File: src/rtl/multicycle_control.sv
// Multicycle LEGv8 sequencing controller: FSM with memory req/ack handshake and watchdog.
// Optional PERF_COUNTERS_EN adds cycle_count/instr_count outputs.
module multicycle_control #(
  parameter int MEM_TIMEOUT = 16
) (
  input  logic        clk,
  input  logic        reset,
  input  logic [10:0] opcode,
  input  logic        zero,
  input  logic        mem_ack,
  output logic        mem_req,
  output logic        mem_we,
  output logic        ir_write,
  output logic        pc_write,
  output logic        pc_src,
  output logic        reg2loc,
  output logic        alu_src,
  output logic [1:0]  alu_op,
  output logic        mem_to_reg,
  output logic        reg_write,
  output logic        instr_done,
  output logic [1:0]  fault,
  output logic [3:0]  state
`ifdef PERF_COUNTERS_EN
  ,
  output logic [31:0] cycle_count,
  output logic [31:0] instr_count
`endif
);

  typedef enum logic [3:0] {
    S_FETCH  = 4'd0,
    S_DECODE = 4'd1,
    S_EXEC_R = 4'd2,
    S_ADDR   = 4'd3,
    S_MEM_RD = 4'd4,
    S_MEM_WR = 4'd5,
    S_WB_R   = 4'd6,
    S_WB_LD  = 4'd7,
    S_BRANCH = 4'd8,
    S_FAULT  = 4'd15
  } state_t;

  localparam logic [7:0] TIMEOUT = 8'(MEM_TIMEOUT);
  localparam logic [1:0] FLT_NONE = 2'b00;
  localparam logic [1:0] FLT_ILL  = 2'b01;
  localparam logic [1:0] FLT_TO   = 2'b10;

  state_t     state_q, state_d;
  logic [1:0] fault_q, fault_d;
  logic [7:0] wait_q, wait_d;

  logic is_rtype, is_ldur, is_stur, is_cbz, is_b;
  logic req_phase, timeout;

  always_comb begin
    is_rtype = (opcode == 11'b10001011000) || (opcode == 11'b11001011000) ||
               (opcode == 11'b10001010000) || (opcode == 11'b10101010000);
    is_ldur  = (opcode == 11'b11111000010);
    is_stur  = (opcode == 11'b11111000000);
    is_cbz   = (opcode[10:3] == 8'b10110100);
    is_b     = (opcode[10:5] == 6'b000101);
  end

  // Watchdog only runs while a memory request is outstanding.
  always_comb begin
    req_phase = (state_q == S_FETCH) || (state_q == S_MEM_RD) || (state_q == S_MEM_WR);
    timeout   = req_phase && !mem_ack && (wait_q == TIMEOUT);
  end

  always_comb begin
    state_d = state_q;
    fault_d = fault_q;
    case (state_q)
      S_FETCH: begin
        if (mem_ack) begin
          state_d = S_DECODE;
        end else if (timeout) begin
          state_d = S_FAULT;
          fault_d = FLT_TO;
        end
      end
      S_DECODE: begin
        if (is_rtype) begin
          state_d = S_EXEC_R;
        end else if (is_ldur || is_stur) begin
          state_d = S_ADDR;
        end else if (is_cbz || is_b) begin
          state_d = S_BRANCH;
        end else begin
          state_d = S_FAULT;
          fault_d = FLT_ILL;
        end
      end
      S_EXEC_R: state_d = S_WB_R;
      S_WB_R:   state_d = S_FETCH;
      S_ADDR:   state_d = is_stur ? S_MEM_WR : S_MEM_RD;
      S_MEM_RD: begin
        if (mem_ack) begin
          state_d = S_WB_LD;
        end else if (timeout) begin
          state_d = S_FAULT;
          fault_d = FLT_TO;
        end
      end
      S_MEM_WR: begin
        if (mem_ack) begin
          state_d = S_FETCH;
        end else if (timeout) begin
          state_d = S_FAULT;
          fault_d = FLT_TO;
        end
      end
      S_WB_LD:  state_d = S_FETCH;
      S_BRANCH: state_d = S_FETCH;
      S_FAULT:  state_d = S_FAULT;
      default:  state_d = S_FETCH;
    endcase
  end

  // Counter restarts on ack and on any state change, so each new request phase begins at zero.
  always_comb begin
    if (req_phase && !mem_ack && (state_d == state_q)) begin
      wait_d = wait_q + 8'd1;
    end else begin
      wait_d = 8'd0;
    end
  end

  always_ff @(posedge clk) begin
    if (reset) begin
      state_q <= S_FETCH;
      fault_q <= FLT_NONE;
      wait_q  <= 8'd0;
    end else begin
      state_q <= state_d;
      fault_q <= fault_d;
      wait_q  <= wait_d;
    end
  end

  // During reset the outputs present the FETCH decode so no write strobe can escape.
  state_t st_eff;
  logic   ack_eff;

  always_comb begin
    st_eff  = reset ? S_FETCH : state_q;
    ack_eff = mem_ack && !reset;
  end

  always_comb begin
    mem_req    = 1'b0;
    mem_we     = 1'b0;
    ir_write   = 1'b0;
    pc_write   = 1'b0;
    pc_src     = 1'b0;
    reg2loc    = 1'b0;
    alu_src    = 1'b0;
    alu_op     = 2'b00;
    mem_to_reg = 1'b0;
    reg_write  = 1'b0;
    instr_done = 1'b0;
    case (st_eff)
      S_FETCH: begin
        mem_req  = 1'b1;
        ir_write = ack_eff;
      end
      S_DECODE: reg2loc = is_stur || is_cbz;
      S_EXEC_R: alu_op = 2'b10;
      S_WB_R: begin
        reg_write  = 1'b1;
        pc_write   = 1'b1;
        instr_done = 1'b1;
      end
      S_ADDR: alu_src = 1'b1;
      S_MEM_RD: mem_req = 1'b1;
      S_WB_LD: begin
        mem_to_reg = 1'b1;
        reg_write  = 1'b1;
        pc_write   = 1'b1;
        instr_done = 1'b1;
      end
      S_MEM_WR: begin
        mem_req    = 1'b1;
        mem_we     = 1'b1;
        alu_src    = 1'b1;
        pc_write   = ack_eff;
        instr_done = ack_eff;
      end
      S_BRANCH: begin
        pc_write   = 1'b1;
        instr_done = 1'b1;
        if (is_cbz) begin
          reg2loc = 1'b1;
          alu_op  = 2'b01;
          pc_src  = zero;
        end else begin
          pc_src  = 1'b1;
        end
      end
      default: ;
    endcase
    fault = reset ? FLT_NONE : fault_q;
    state = st_eff;
  end

`ifdef PERF_COUNTERS_EN
  logic [31:0] cycle_count_q, instr_count_q;

  always_ff @(posedge clk) begin
    if (reset) begin
      cycle_count_q <= 32'd0;
      instr_count_q <= 32'd0;
    end else begin
      if (state_q != S_FAULT) cycle_count_q <= cycle_count_q + 32'd1;
      if (instr_done)         instr_count_q <= instr_count_q + 32'd1;
    end
  end

  always_comb begin
    cycle_count = cycle_count_q;
    instr_count = instr_count_q;
  end
`endif

endmodule

File: config.mk
export PLATFORM = sky130hd
export DESIGN_NAME = multicycle_control
export DESIGN_NICKNAME = d
export VERILOG_FILES = /design/src/rtl/multicycle_control.sv
export SDC_FILE = /design/constraint.sdc
export NUM_CORES = 1
export LEC_CHECK = 0
export ABC_AREA = 1
export BUFFER_PORTS_ARGS = -buffer_cell sky130_fd_sc_hd__buf_2
export CORE_UTILIZATION = 57
export CTS_BUF_LIST = sky130_fd_sc_hd__clkbuf_8
export DETAILED_ROUTE_END_ITERATION = 12
export PLACE_DENSITY = 0.95
export SETUP_SLACK_MARGIN = 0.05
export SYNTH_ARGS = -nofsm -noshare
export SYNTH_HDL_FRONTEND = slang
export SYNTH_SLANG_ARGS = --single-unit
File: constraint.sdc
create_clock -name clk -period 1.8 [get_ports clk]
set_input_delay 0.09 -clock clk [delete_from_list [all_inputs] [get_ports clk]]
set_output_delay 0.09 -clock clk [all_outputs]
set_load 0.005 [all_outputs]
==> results of run 1 <==
path summary, 6_finish.rpt:
kind / from / endpoint
worst max-delay path: state_q[3] / reg2loc
worst min-delay path: reset / state_q[3]
worst max register to register: wait_q[0] / state_q[2]
worst min register to register: wait_q[0] / wait_q[0]
cells by family (layout without fill, tap and decap cells):
kind of cell / after synthesis / in the layout
fa+ha+maj: 2 / 2
buf+inv: 39 / 72
simple gates: 111 / 111
xor+xnor: 4 / 4
flops: 14 / 14
compound gates: 14 / 14
report_power, final:
group          internal [W]  leakage [nW]  switching, W
sequential         0.000367         0.114     0.0000663
clock              0.000148        0.0216      0.000105
combinational      0.000262         0.563      0.000465
total              0.000776         0.699      0.000637
stage by stage:
step / std cells / setup WS (ns)
final: 242 / 0.237
after global routing: 242 / 0.123
after CTS: 242 / 0.219
after detailed placement: 239 / 0.403
after global placement: 239 / 0.467
after floorplan: 184 / 0.586
cells in the final DEF, fill, tap and decap left out:
cell type and count:
a21oi_1 6, a21oi_2 1, buf_2 32, clkbuf_8 3, dfxtp_1 14, ha_1 2, inv_1 34, inv_2 3
nand2_1 37, nand2_2 1, nand3_1 12, nand3_2 3, nand4_1 4, nor2_1 46, nor2_2 1, nor2_4 2
nor3_1 1, nor3_2 1, nor3_4 1, nor4_1 1, o211ai_1 1, o21ai_0 5, o21bai_1 1, or2_2 1
xnor2_1 1, xor2_1 3
state kept, by name, indices dropped and copies added, names as in the netlist:
name / count
fault_q: 2
state_q: 4
wait_q: 8
routing by layer:
layer  track usage [%]  part of all wire (%)
met5                 0                     0
met1              28.3                    39
met3              2.78                   4.3
met2              52.0                    55
met4              10.3                   1.2
critical path: stages, from the launching register on:
cell     delay, ns
dfxtp_1       0.42
inv_1         0.11
nor2_1        0.13
nand3_1       0.13
nor2_1        0.16
a21oi_1       0.06
nor2_1        0.10
buf_2         0.12
cell type report:
type                    instances  area, sq um
fillers                       165          449
clock buffers                   3         41.3
well taps                      25         31.3
flip-flops and latches         14          280
multi-input cells             131          644
repair buffers                 32          160
inverters                      37          139
==> parameters.txt, run 1 <==
Parameter                              Value

STA
  Period utilization ... 86.8%
  Final count of pins violating max slew ... 0
  Worst hold slack ... 0.217 ns
  Number of setup violations in the final report ... 0
  Unrepaired setup endpoints after global routing ... no
  Time the final worst path needs with I/O delays and setup ... 1.56 ns
  Layout Skew ... 0.00212 ns
  Hold violation total from the final report ... 0
  Measured slew at the worst slew-check pin ... 0.284 ns
  Sum of negative setup slack ... 0 ns
  Relative slew slack ... 81.1%
  Upper clock frequency limit ... 640 MHz

Synthesis
  Synth warnings ... 0
  Netlist area before placement ... 1070 sq um
  Number of enable-type register cells in the synthesized netlist ... 0
  Synth top cells by count ... nor2_1, nand2_1, inv_1
  Mapped Nets ... 201
  Synthesized flop and latch total ... 14
  Post-synth cell types ... 26
  Xor/xnor share of the synthesized area ... 3.26%
  Dominant combinational cell family by area after synthesis ... simple AND/OR/NAND/NOR gates
  Instance count of the mapped netlist ... 184
  Post-synthesis mux area share ... 0%
  Sequential fraction of the synthesis area ... 26.1%
  Dominant cells by area after synthesis ... dfxtp_1, nor2_1, nand2_1
  Largest area contributor in the synthesized netlist ... dfxtp_1
  Most repeated cell in the gate-level netlist after synthesis ... nor2_1
  Proportion of register bits with asynchronous set or reset after synthesis ... 0%
  Fraction of the mapped netlist area in compound gates ... 7.33%
  Area fraction in and, or, nand and nor cells after synthesis ... 47.0%
  Yosys top cell area share ... 26.1%
  Commonest register cell after synthesis ... dfxtp_1
  Share of synthesized cell area in full adder, half adder and majority cells ... 2.33%
  Synthesized area per cell ... 5.84 sq um

Drt
  Iteration-0 DRC count of the detailed router ... 25
  Routed Wire Length ... 2460 um
  Average routed wire per standard cell ... 10.2 um
  Number of vias per cell after detailed routing ... 4.94
  DRC Markers ... 0
  Count of antenna-violating nets left after detailed routing ... 0
  Vias ... 1196
  Drt pass-1 iters ... 4

Clocking
  CTS hold repair buffers ... 0
  Clk sinks ... 14
  Cell at the root of the clock tree ... clkbuf_8
  CTS max path bufs ... 2
  Number of buffers created by CTS ... 3
  Clock Pin Slew Worst Setup and Hold Paths ... 0.05 ns
  Total number of H-tree levels ... 1
  Buffer count from post-CTS setup fixing ... 0
  Clock tree from TritonCTS ... built
  Gates resized, CTS repair ... 0
  Worst skew pair latency ... 0.24 ns

Pwr
  Final Total Pwr ... 0.00141 W
  Leakage power ... 0.699 nW
  Power per standard cell area ... 1090 nW/um^2
  Max rail drop VDD ... 0.805 mV

Die
  Die extent in y ... 45.4 um
  Standard cell core area ... 1750 sq um
  I/O Pins ... 33
  Rows ... 15
  DIE WIDTH ... 45.4 um
  Starting density of the core ... 61.6%
  Die Outline Area ... 2060 sq um

Critical path
  R2R depth ... 12
  Worst EP arrival ... 1.47 ns
  Critical path launch point type ... flip-flop
  CP required ... 1.71 ns
  Largest fanout of any net on the critical path ... 4
  Startpoint-to-endpoint class of the critical path ... reg2out
  Critical Path Sink Type ... primary output
  Register-to-register setup slack ... 0.39 ns

Global routing
  Via count of the first global-routing pass ... 1084
  Pin count of the biggest net entering global routing ... 16
  Overflow after GRT ... 0
  Number of antenna violations at the first check in global routing ... 0
  GRT Overall Usage ... 26.6%
  Global-route wire length before repair ... 4040 um

Placed design
  Routability congestion estimate from global placement ... 0.887
  Count of port buffers added during placement ... 32
  Half-perimeter wire length of the detailed placement result ... 2020 um
  Placed cell area ... 1250 sq um

Worst hold path
  Worst Hold Class ... in2reg
  Min-Delay Path Depth ... 2

Layout
  Final layout net count ... 236
  Final standard cell utilization of the core ... 74.3%
  Synth-to-layout area growth ... 20.6%
  Share of cells above drive strength 1 ... 22.6%
  Final antenna diode count ... 0
  Fin area ... 1300 sq um

Run status
  Run status ... finished clean

Run
  MaxCap Viol Count ... 0
Power figures use the tool's default switching activity.
==> inputs of run 2 (changes only) <==
ABC_AREA = default   (was 1)
CORE_UTILIZATION = 56   (was 57)
==> run 2 against run 1 <==
Via count shrank 9.4%. Worst setup slack lost 0.15 ns. First-iteration DRC count grew 120%. Hold slack gained 0.042 ns. Flip-flop and latch count is the same. Die area shrank 4.1%. Critical path type unchanged. Critical endpoint unchanged.
==> parameters.txt, run 2 <==
Parameter                              Value

Run status
  Run status ... finished clean

Clocking
  CTS hold repair buffers ... 0 (unchanged)
  CTS max path bufs ... 2 (unchanged)
  Clk sinks ... 14 (unchanged)
  Clock Pin Slew Worst Setup and Hold Paths ... 0.06 ns (about the same)
  Cell at the root of the clock tree ... clkbuf_8
  Worst skew pair latency ... 0.25 ns (about the same)
  Number of buffers created by CTS ... 3 (unchanged)
  Clock tree from TritonCTS ... built
  Total number of H-tree levels ... 1 (unchanged)

Layout
  Most flop-heavy register ... wait_q
  Most common library cell in the layout ignoring fill and taps ... buf_2
  Register Area ... 288 sq um (+2.7%)
  Share of cells above drive strength 1 ... 32.1% (+9.5 points)
  Max FFs per register ... 8 (unchanged)
  Fillcell total ... 108 (-35%)
  Final antenna diode count ... 0 (unchanged)
  Multi-input gate area ... 692 sq um (+7.4%)
  Top flop regs ... wait_q: 8 flops, state_q: 4 flops, fault_q: 2 flops
  Most frequent cells in the layout ... buf_2, nor2_1, nand2_1, dfxtp_1, nand3_1
  Synth-to-layout area growth ... 24.9%
  Final layout net count ... 180 (-24%)

Die
  Rows ... 14 (-1)
  Die Outline Area ... 1980 sq um (-4.1%)
  I/O Pins ... 33 (unchanged)
  Standard cell core area ... 1590 sq um (-8.7%)
  Die extent in y ... 44.5 um (-2.1%)
  Starting density of the core ... 63.4% (+1.8 points)
  DIE WIDTH ... 44.5 um (-2.1%)

Drt
  Number of vias per cell after detailed routing ... 5.83 (+18%)
  Average routed wire per standard cell ... 14.8 um (+46%)
  Count of antenna-violating nets left after detailed routing ... 0 (unchanged)
  Vias ... 1084 (-9.4%)
  DRC Markers ... 0 (unchanged)
  Iteration-0 DRC count of the detailed router ... 54 (+120%)
  Drt pass-1 iters ... 5 (+1)
  Routed Wire Length ... 2750 um (+12%)

STA
  Hold violation total from the final report ... 0 (unchanged)
  Upper clock frequency limit ... 584 MHz (-8.7%)
  Final critical-path setup slack ... 0.0878 ns (-0.150 ns)
  Time the final worst path needs with I/O delays and setup ... 1.71 ns (+0.150 ns)
  Relative slew slack ... 72.4% (-8.6 points)
  Final count of pins violating max slew ... 0 (unchanged)
  Number of setup violations in the final report ... 0 (unchanged)
  Worst hold slack ... 0.259 ns (+0.0422 ns)
  Period utilization ... 95.1% (+8.3 points)
  Sum of negative setup slack ... 0 ns (unchanged)
  Measured slew at the worst slew-check pin ... 0.408 ns (+0.124 ns)
  Layout Skew ... 0.00306 ns (+0.000938 ns)
  Unrepaired setup endpoints after global routing ... yes

Synthesis
  Number of enable-type register cells in the synthesized netlist ... 0 (unchanged)
  Mapped Nets ... 149 (-26%)
  Yosys top cell area share ... 27.7% (+1.6 points)
  Synth warnings ... 0 (unchanged)
  Dominant cells by area after synthesis ... dfxtp_1, nor2_1, xor2_1
  Synth top cells by count ... nor2_1, dfxtp_1, nand2_1
  Synthesized area per cell ... 7.66 sq um (+31%)
  Largest area contributor in the synthesized netlist ... dfxtp_1
  Instance count of the mapped netlist ... 132 (-28%)
  Post-synth cell types ... 47 (+81%)
  Sequential fraction of the synthesis area ... 27.7% (+1.6 points)
  Netlist area before placement ... 1010 sq um (-5.9%)
  Synthesized flop and latch total ... 14 (unchanged)
  Most repeated cell in the gate-level netlist after synthesis ... nor2_1
  Proportion of register bits with asynchronous set or reset after synthesis ... 0% (unchanged)
  Commonest register cell after synthesis ... dfxtp_1

Critical path
  CP required ... 1.71 ns (about the same)
  Largest fanout of any net on the critical path ... 6 (+2)
  Register-to-register setup slack ... 0.26 ns (-0.13 ns)
  R2R depth ... 4 (-8)
  Worst EP arrival ... 1.62 ns (+0.15 ns)
  Startpoint-to-endpoint class of the critical path ... reg2out
  Critical path launch point type ... flip-flop
  Critical Path Sink Type ... primary output

Pwr
  Power per standard cell area ... 1030 nW/um^2 (-5.1%)
  Leakage power ... 0.545 nW (-22%)
  Max rail drop VDD ... 0.915 mV (+14%)

Run
  MaxCap Viol Count ... 0 (unchanged)

Global routing
  Via count of the first global-routing pass ... 961 (-11%)
  GRT Overall Usage ... 30.6% (+4.0 points)
  Overflow after GRT ... 0 (unchanged)
  Global-route wire length before repair ... 4400 um (+8.9%)
  Pin count of the biggest net entering global routing ... 21 (+5)
  Number of antenna violations at the first check in global routing ... 0 (unchanged)

Placed design
  Half-perimeter wire length of the detailed placement result ... 1920 um (-5.2%)
  Routability congestion estimate from global placement ... 0.934 (+5.3%)
  Count of port buffers added during placement ... 32 (unchanged)
  Worst setup timing slack at the placement stage ... 0.235 ns (-0.167 ns)

Worst hold path
  Worst Hold Class ... in2reg
  Min-Delay Path Depth ... 2 (unchanged)
[run 2: logic make-up after synthesis]
group | share of synthesized area, %
AO/OA/AOI/OAI | 16.1
XOR/XNOR | 6.06
adder cells (fa/ha/maj) | 2.47
buffers and inverters | 5.20
flip-flops | 27.7
multiplexers | 0.990
AND/OR/NAND/NOR | 41.5
[run 2: area by class of cell]
class,instances,share of cell area (%)
clock buffers,4,4.36
inverters,4,1.19
multi-input cells,105,54.8
flip-flops and latches,14,22.8
well taps,24,2.38
repair buffers,35,14.5
[run 2: repair_timing]
action	in CTS	in global routing
gates cloned	0	0
setup endpoints to repair	1	3
buffers inserted	0	0
gates resized for setup	5	4
[run 2: per-layer routing]
layer  GRT usage [%]  part of all wire, %  vias up
li1                -                    -      528
met1            38.4                   42      489
met2            51.2                   48       56
met3            3.67                  6.4       11
met4            15.8                  3.6        0
met5               0                    0        -
[run 2: path summary, 6_finish.rpt]
check / end / startpoint
worst max-delay path: reg2loc / state_q[0]
worst min-delay path: state_q[3] / reset
worst max register to register: state_q[1] / wait_q[5]
worst min register to register: fault_q[0] / fault_q[0]
[run 2: critical path, stage by stage (launching register included)]
cell	delay, ns
dfxtp_2	0.38
nor2b_2	0.19
nand2_1	0.09
or4_4	0.48
a21oi_2	0.11
buf_2	0.12
[run 2: stage by stage]
| stage | power, W | instances | utilization [%] | area, sq um |
|---|---|---|---|---|
| finish | 0.00131 | 186 | 79.2 | 1260 |
| global route | 0.00138 | 186 | 79.2 | 1260 |
| CTS | 0.00127 | 186 | 78.4 | 1250 |
| detailed placement | 0.000934 | 182 | 74.4 | 1190 |
| global placement | 0.000910 | 182 | 74.4 | 1190 |
| floorplan | 0.000773 | 132 | - | 1010 |
[run 2: power breakdown]
group	internal, W	switching, W	total [W]
sequential	0.000367	0.0000952	0.000462
clock	0.000194	0.000123	0.000317
combinational	0.000231	0.000296	0.000527
total	0.000792	0.000513	0.00131
